`src/rtl/serial_ripple_subtractor_pkg.sv`:
```
// Shared arithmetic package for the bit-serial subtractor.
// State encoding, default width and counter sizing helper.
package serial_ripple_subtractor_pkg;

  typedef enum logic [1:0] {
    IDLE = 2'd0,
    RUN  = 2'd1,
    DONE = 2'd2
  } state_e;

  localparam int DEF_WIDTH = 4;

  function automatic int cnt_w(input int w);
    return $clog2(w);
  endfunction

endpackage

```
`src/rtl/serial_ripple_subtractor_if.sv`:
```
// Operand/result bundle of the bit-serial subtractor.
// The master drives operands and start, the slave returns results.
interface serial_ripple_subtractor_if #(
  parameter int WIDTH = 4
);
  logic             start;
  logic [WIDTH-1:0] a;
  logic [WIDTH-1:0] b;
  logic             bin;
  logic             busy;
  logic             done;
  logic [WIDTH-1:0] diff;
  logic             bout;
  logic             ovf;

  modport master (
    output start, a, b, bin,
    input  busy, done, diff, bout, ovf
  );

  modport slave (
    input  start, a, b, bin,
    output busy, done, diff, bout, ovf
  );
endinterface

```
`src/rtl/serial_ripple_subtractor_full_subtractor.sv`:
```
// One-bit full subtractor cell: d = x - y - bi.
// Reused serially by the top level, one bit per clock.
module full_subtractor (
  input  logic x,
  input  logic y,
  input  logic bi,
  output logic d,
  output logic bo
);
  assign d  = x ^ y ^ bi;
  assign bo = (~x & y) | (~(x ^ y) & bi);
endmodule

```
`src/rtl/serial_ripple_subtractor.sv`:
```
// Bit-serial ripple-borrow subtractor, LSB first.
// Computes a - b - bin over WIDTH cycles with one cell.
module serial_ripple_subtractor
  import serial_ripple_subtractor_pkg::*;
#(
  parameter int WIDTH = DEF_WIDTH
) (
  input logic clk,
  input logic rst,
  serial_ripple_subtractor_if.slave bus
);
  localparam int CW = cnt_w(WIDTH);

  state_e           state_q, state_d;
  logic [WIDTH-1:0] a_q, a_d;
  logic [WIDTH-1:0] b_q, b_d;
  logic             br_q, br_d;
  logic [CW-1:0]    cnt_q, cnt_d;
  logic [WIDTH-1:0] sh_q, sh_d;
  logic             a_msb_q, a_msb_d;
  logic             b_msb_q, b_msb_d;
  logic             busy_q, busy_d;
  logic             done_q, done_d;
  logic [WIDTH-1:0] diff_q, diff_d;
  logic             bout_q, bout_d;
  logic             ovf_q, ovf_d;

  logic fs_d;
  logic fs_bo;

  full_subtractor u_fs (
    .x  (a_q[0]),
    .y  (b_q[0]),
    .bi (br_q),
    .d  (fs_d),
    .bo (fs_bo)
  );

  always_comb begin
    state_d = state_q;
    a_d     = a_q;
    b_d     = b_q;
    br_d    = br_q;
    cnt_d   = cnt_q;
    sh_d    = sh_q;
    a_msb_d = a_msb_q;
    b_msb_d = b_msb_q;
    busy_d  = busy_q;
    done_d  = 1'b0;
    diff_d  = diff_q;
    bout_d  = bout_q;
    ovf_d   = ovf_q;
    unique case (state_q)
      IDLE: begin
        if (bus.start) begin
          a_d     = bus.a;
          b_d     = bus.b;
          br_d    = bus.bin;
          a_msb_d = bus.a[WIDTH-1];
          b_msb_d = bus.b[WIDTH-1];
          cnt_d   = '0;
          sh_d    = '0;
          busy_d  = 1'b1;
          state_d = RUN;
        end
      end
      RUN: begin
        sh_d  = {fs_d, sh_q[WIDTH-1:1]};
        a_d   = a_q >> 1;
        b_d   = b_q >> 1;
        br_d  = fs_bo;
        cnt_d = cnt_q + 1'b1;
        // last bit: publish result on the same edge
        if (cnt_q == CW'(WIDTH - 1)) begin
          state_d = DONE;
          busy_d  = 1'b0;
          done_d  = 1'b1;
          diff_d  = {fs_d, sh_q[WIDTH-1:1]};
          bout_d  = fs_bo;
          ovf_d   = (a_msb_q ^ b_msb_q) & (a_msb_q ^ fs_d);
        end
      end
      DONE: begin
        state_d = IDLE;
      end
      default: begin
        state_d = IDLE;
        busy_d  = 1'b0;
      end
    endcase
  end

  always_ff @(posedge clk) begin
    if (rst) begin
      state_q <= IDLE;
      a_q     <= '0;
      b_q     <= '0;
      br_q    <= 1'b0;
      cnt_q   <= '0;
      sh_q    <= '0;
      a_msb_q <= 1'b0;
      b_msb_q <= 1'b0;
      busy_q  <= 1'b0;
      done_q  <= 1'b0;
      diff_q  <= '0;
      bout_q  <= 1'b0;
      ovf_q   <= 1'b0;
    end else begin
      state_q <= state_d;
      a_q     <= a_d;
      b_q     <= b_d;
      br_q    <= br_d;
      cnt_q   <= cnt_d;
      sh_q    <= sh_d;
      a_msb_q <= a_msb_d;
      b_msb_q <= b_msb_d;
      busy_q  <= busy_d;
      done_q  <= done_d;
      diff_q  <= diff_d;
      bout_q  <= bout_d;
      ovf_q   <= ovf_d;
    end
  end

  assign bus.busy = busy_q;
  assign bus.done = done_q;
  assign bus.diff = diff_q;
  assign bus.bout = bout_q;
  assign bus.ovf  = ovf_q;

endmodule

```
`src/flat_wrapper.sv`:
```
// flat-port wrapper written by rule: the top's interface ports become plain ports
module serial_ripple_subtractor_flat import serial_ripple_subtractor_pkg::*;
#(
  parameter int WIDTH = DEF_WIDTH
)
  (clk, rst, bus_start, bus_a, bus_b, bus_bin, bus_busy, bus_done, bus_diff, bus_bout, bus_ovf);
  serial_ripple_subtractor_if #(.WIDTH(WIDTH)) bus_i ();
  input logic clk;
  input logic rst;
  input wire logic [$bits(bus_i.start)-1:0] bus_start;
  input wire logic [$bits(bus_i.a)-1:0] bus_a;
  input wire logic [$bits(bus_i.b)-1:0] bus_b;
  input wire logic [$bits(bus_i.bin)-1:0] bus_bin;
  output wire logic [$bits(bus_i.busy)-1:0] bus_busy;
  output wire logic [$bits(bus_i.done)-1:0] bus_done;
  output wire logic [$bits(bus_i.diff)-1:0] bus_diff;
  output wire logic [$bits(bus_i.bout)-1:0] bus_bout;
  output wire logic [$bits(bus_i.ovf)-1:0] bus_ovf;
  assign bus_i.start = bus_start;
  assign bus_i.a = bus_a;
  assign bus_i.b = bus_b;
  assign bus_i.bin = bus_bin;
  assign bus_busy = bus_i.busy;
  assign bus_done = bus_i.done;
  assign bus_diff = bus_i.diff;
  assign bus_bout = bus_i.bout;
  assign bus_ovf = bus_i.ovf;
  serial_ripple_subtractor #(.WIDTH(WIDTH)) u_core (.clk(clk), .rst(rst), .bus(bus_i));
endmodule
```
`config.mk`:
```
export PLATFORM = sky130hd
export DESIGN_NAME = serial_ripple_subtractor_flat
export DESIGN_NICKNAME = d
export VERILOG_FILES = /design/src/rtl/serial_ripple_subtractor_pkg.sv /design/src/rtl/serial_ripple_subtractor_if.sv /design/src/rtl/serial_ripple_subtractor_full_subtractor.sv /design/src/rtl/serial_ripple_subtractor.sv /design/src/flat_wrapper.sv
export SDC_FILE = /design/constraint.sdc
export NUM_CORES = 1
export LEC_CHECK = 0
export ABC_AREA = 1
export CORE_ASPECT_RATIO = 0.75
export CORE_MARGIN = 5
export CORE_UTILIZATION = 30
export CTS_CLUSTER_DIAMETER = 50
export CTS_CLUSTER_SIZE = 40
export DETAILED_ROUTE_END_ITERATION = 8
export GPL_TIMING_DRIVEN = 0
export SYNTH_ARGS = -nofsm -noshare
export SYNTH_HDL_FRONTEND = slang
export SYNTH_SLANG_ARGS = --single-unit
```
`constraint.sdc`:
```
create_clock -name clk -period 3.75 [get_ports clk]
set_clock_uncertainty 0.15 [all_clocks]
set_input_delay 0.5625 -clock clk [delete_from_list [all_inputs] [get_ports clk]]
set_output_delay 0.5625 -clock clk [all_outputs]
set_load 0.03 [all_outputs]
```
# Word-level counts from Yosys, hierarchy flattened

Index checks and enable logic that the tools add are counted.

Bits in registers: 27
Input bits: 12
Output and inout bits: 8
Logic and storage cells: 56

Add/sub/neg operators: 1
Equal/unequal tests: 5
Muxes and demuxes: 17
Bitwise gates (word level): 12
Reduce and logical (&&, ||, !) cells: 8

Operators by type and width:

| cell                                                                   | count |
|---|---|
| 4-bit one-hot mux with 2 select lines                                  | 3 |
| 4-bit 2-to-1 mux                                                       | 3 |
| 2-bit one-hot mux with 2 select lines                                  | 2 |
| 2-bit AND reduction                                                    | 4 |
| 2-bit 2-to-1 mux                                                       | 3 |
| 2-bit equality test (second input constant)                            | 2 |
| 1-bit 2-to-1 mux                                                       | 4 |
| 1-bit inverter                                                         | 4 |
| 1-bit bitwise XOR                                                      | 4 |
| 1-bit bitwise AND                                                      | 3 |
| 1-bit one-hot mux with 3 select lines                                  | 1 |
| 3-bit AND reduction                                                    | 1 |
| 2-bit by 1-bit adder with 2-bit output (second input constant)         | 1 |
| 2-bit by 1-bit equality test with 1-bit output (second input constant) | 1 |
| 2-bit zero test                                                        | 1 |
| 2-bit by 1-bit != test with 1-bit output (second input constant)       | 1 |
| 2-bit != test (second input constant)                                  | 1 |
| 1-bit one-hot mux with 2 select lines                                  | 1 |
| 2-bit nonzero test                                                     | 1 |
| 2-bit OR reduction                                                     | 1 |
| 1-bit OR                                                               | 1 |

# Logic depth before layout (Yosys ltp)

Depth in word-level cells: 5
Gate-level depth with buffers: 7
Gate-level depth less buffers: 7

# Modules after synthesis

A second synthesis with hierarchy kept.

Cell total of the unflattened synthesis: 163
Area, all modules: 1159.9 µm²

By module, submodules not included:

| module                   | times used | cells an instance | area each (µm²) |
|---|---|---|---|
| serial_ripple_subtractor | 1          | 159               | 1128.6 |
| full_subtractor          | 1          | 4                 | 31.3 |

# Least setup slack after synthesis

Ideal clock, no wire load.

Path type: flip-flop to flip-flop
From: register u_core.b_q[0]
To: register u_core.ovf_q, in the netlist u_core.bus.ovf
Setup time: 0.109 ns
Arrival time: 1.128 ns
Required time: 3.491 ns
Slack: 2.364 ns
Cell stages (with the launch flop): 8
Buffers on the path: 0
Clock period less this slack: 1.386 ns
Cell sequence: dfxtp_1 > inv_1 > fa_1 > inv_1 > nand2_1 > nand3_1 > nand2_1 > inv_1

Cells in the longest elaborated chain, start to end: 4

Ends and longest elaborated chain:

| what                            | RTL line                                       | source |
|---|---|---|
| start, declared                 | serial_ripple_subtractor.sv:16                 | `logic [WIDTH-1:0] b_q, b_d;` |
| start signal, assigned          | serial_ripple_subtractor.sv:97                 | `b_q <= '0;` |
| start signal, assigned          | serial_ripple_subtractor.sv:111                | `b_q <= b_d;` |
| 1-bit bitwise XOR (2 in series) | serial_ripple_subtractor_full_subtractor.sv:10 | `assign d = x ^ y ^ bi;` |
| named net u_core.fs_d           | serial_ripple_subtractor.sv:28                 | `logic fs_d;` |
| 1-bit bitwise XOR               | serial_ripple_subtractor.sv:80                 | `ovf_d = (a_msb_q ^ b_msb_q) & (a_msb_q ^ fs_d);` |
| 1-bit bitwise AND               | serial_ripple_subtractor.sv:80                 |  |
| end signal, assigned            | serial_ripple_subtractor.sv:121                | `ovf_q <= ovf_d;` |
| end, declared                   | serial_ripple_subtractor.sv:26                 | `logic ovf_q, ovf_d;` |

The timed path passes the listed nets, and every way through them passes these cells.
A chain may end at the register's enable or synchronous reset.

# Final worst setup path

From: register u_core.diff_q[1], in the netlist u_core.bus.diff[1]
To: output bus_diff[1]

RTL lines:

| what                   | RTL line                        | source |
|---|---|---|
| start, declared        | serial_ripple_subtractor.sv:24  | `logic [WIDTH-1:0] diff_q, diff_d;` |
| start signal, assigned | serial_ripple_subtractor.sv:119 | `diff_q <= diff_d;` |
| end, declared          | flat_wrapper.sv:16              | `output wire logic [$bits(bus_i.diff)-1:0] bus_diff;` |

No word-level cell between the ends.

==> run_results.csv <==
group,metric,value,unit
setup_path,path_max_fanout,2,
worst_hold_path,min_from,"u_core.cnt_q[0]",
clocking,holdBufCountCts,0,
floorplan,rows,18,
timing,rsz0062_at_grt,"false",
job,maxCapViolCount,0,
synth,syn_inst,146,
global_routing,grt_pass1_wl,4029,µm
synth,netlist.area_leader.share,48.43,%
setup_path,start_kind,"register",
timing,period_minus_slack,2.004,ns
worst_hold_path,hold_class,"register to register",
routing,wl_per_cell,11.38,µm
clocking,clk_latency,0.27,ns
setup_path,critPathKind,"register to output pin",
global_routing,grt.total_usage,10.79,%
global_routing,antenna_found_initial,0,
setup_path,critPathRequiredTime,3.04,ns
synth,synthTopCellsByCount,"41 x nand2_1, 26 x dfxtp_1, 19 x nor2_1",
clocking,cts.sinks,26,
setup_path,end_kind,"output pin",
floorplan,die_y,61.84,µm
timing,max_freq,0.4989,GHz
global_routing,first_global_vias,869,
floorplan,die_area,0.004892,mm²
synth,yosys_most_used_dff,"dfxtp_1",
routing,drt_iter0_drc,82,
synth,yosysTopAreaCell,"dfxtp_1",
routing,drt-total-wl,2366,µm
synth,synthesis.area,0.001075,mm²
finish,antennaDiodeCount,0,
timing,finalSetupTns,0,ns
floorplan,start_util,31.81,%
outcome,status,"finished, final reports clean",
timing,setup_viol,0,
timing,finalHoldViolCount,0,
setup_path,cpPeakStageDelay,0.67,ns
routing,firstDrtPassIters,4,
synth,ys_ff_latch,26,
placement,dp_hpwl,1835,µm
setup_path,critPathSlowestCell,"clkdlybuf4s50_1",
placement,io_buffers,18,
routing,via_per_inst,4.543,
routing,drcViolationCount,0,
setup_path,crit_start,"u_core.bus.diff[1]",
clocking,post_cts_buffers,0,
clocking,cts_tree,"yes",
finish,utilization,40.26,%
placement,gp_congestion,0.7777,
timing,slew_headroom,70.46,%
setup_path,path_cells,"clkdlybuf4s50_1",
setup_path,r2r_start,"u_core.b_q[0]",
global_routing,grt_max_degree,15,
clocking,cts.path.max_buffers,2,
synth,syn_area_per_cell,7.362,µm²
synth,synthArstFlopShare,0,%
clocking,clk_pin_slew,0.09,ns
finish,nets,183,
synth,synth_edf_count,0,
synth,synth_most_common_cell,"nand2_1",
floorplan,core_area,0.003378,mm²
setup_path,worst-path-buf-inv,1,
finish,n_fill_cell,355,
timing,slew_violations,0,
clocking,cts_root_buf,"clkbuf_8",
floorplan,die_w,79.12,µm
timing,finalCritPeriodShare,53.45,%
finish,drive_above_1_share,7.143,%
clocking,htreeDepth,1,
synth,yosys_warnings,0,
synth,yosysSeqAreaShare,48.43,%
pwr,p_per_area,406.4,mW/mm²
pwr,power_leakage,0.0005675,µW
finish,syn_to_final_growth,26.54,%
timing,tightest_slew,0.4432,ns
routing,ant_nets,0,
clocking,cts_resized,0,
synth,synth_cell_types,18,
global_routing,grt_overflow_total,0,
pwr,vdd.ir_drop.worst,0.1732,mV
floorplan,ioPinCount,20,
clocking,numCtsBuffers,3,
setup_path,cp.arrival,1.29,ns
synth,syn_nets,160,
setup_path,crit_family,"buffers and inverters",
routing,num_vias,945,
synth,synthTopCellsByArea,"dfxtp_1 48%, nand2_1 14%, a21oi_1 7.0%, nor2_1 6.6%, inv_1 5.2%",
[layout make-up]
type                            instances  area [µm²]  share of cell area, %
Sequential cell                        26       520.5                  38.27
Clock buffer                            4       55.05                  4.048
Inverter                               17       63.81                  4.692
Buffer                                  4       23.77                  1.748
Multi-Input combinational cell         99       466.7                  34.31
Tap cell                               40       50.05                  3.680
Timing Repair Buffer                   18       180.2                  13.25
[cell usage in the layout (no fill, tap or decap), drive strengths merged]
cell type      netlist  routed
ha                   1       1
nor2                20      20
nand2               42      42
clkdlybuf4s50        0      18
clkbuf               2       6
buf                  2       2
o21ai                8       8
inv                 17      17
nand3b               3       3
a21oi               15      15
fa                   1       1
nand3                9       9
dfxtp               26      26
[registers in the layout, summed over array words and instances (netlist names)]
signal and count:
u_core.a_msb_q 1, u_core.a_q 4, u_core.b_msb_q 1, u_core.b_q 4, u_core.br_q 1, u_core.bus.bout 1
u_core.bus.busy 1, u_core.bus.diff 4, u_core.bus.done 1, u_core.bus.ovf 1, u_core.cnt_q 2, u_core.sh_q 3
u_core.state_q 2
[where the power goes]
group | switching [µW] | internal, µW | leakage (µW)
logic | 44.0 | 32.5 | 0.000326
clock network | 83.1 | 93.8 | 0.0000288
registers | 9.18 | 290 | 0.000213
total | 136 | 416 | 0.000568
[stage by stage]
stage          instances  total power (µW)  hold slack, ns  worst slack, ns  instance area, µm²
6_report             208             552.7          0.3099            1.746                1360
5_1_grt              208             586.6          0.3367            1.695                1360
4_1_cts              208             560.6          0.3157            1.738                1360
3_5_place_dp         204             382.4          0.3026            1.659                1305
3_3_place_gp         204             380.2          0.3013            1.691                1305
2_1_floorplan        146             353.8          0.2791            2.364                1075
[per-layer routing]
metal | vias to the layer above | share of wire [%] | GRT usage [%]
met5 | - | 0 | 0
met4 | 0 | 1.2 | 3.676
met3 | 2 | 4.9 | 3.170
met2 | 19 | 43 | 16.67
met1 | 419 | 51 | 14.60
li1 | 505 | - | -
[logic make-up after synthesis]
| group | Yosys count | synth area share [%] |
|---|---|---|
| compound gates | 23 | 11.06 |
| fa+ha+maj | 2 | 3.027 |
| buf+inv | 21 | 8.149 |
| flops | 26 | 48.43 |
| simple gates | 74 | 29.34 |
[path summary, 6_finish.rpt]
kind	slack (ns)	to	depth (start not counted)
min reg2reg	0.31	u_core.cnt_q[0]	1
max reg2reg	2.23	u_core.bus.ovf	7
min	0.31	u_core.cnt_q[0]	1
max	1.75	bus_diff[1]	1
No activity file was read; power rests on OpenSTA's default activity.
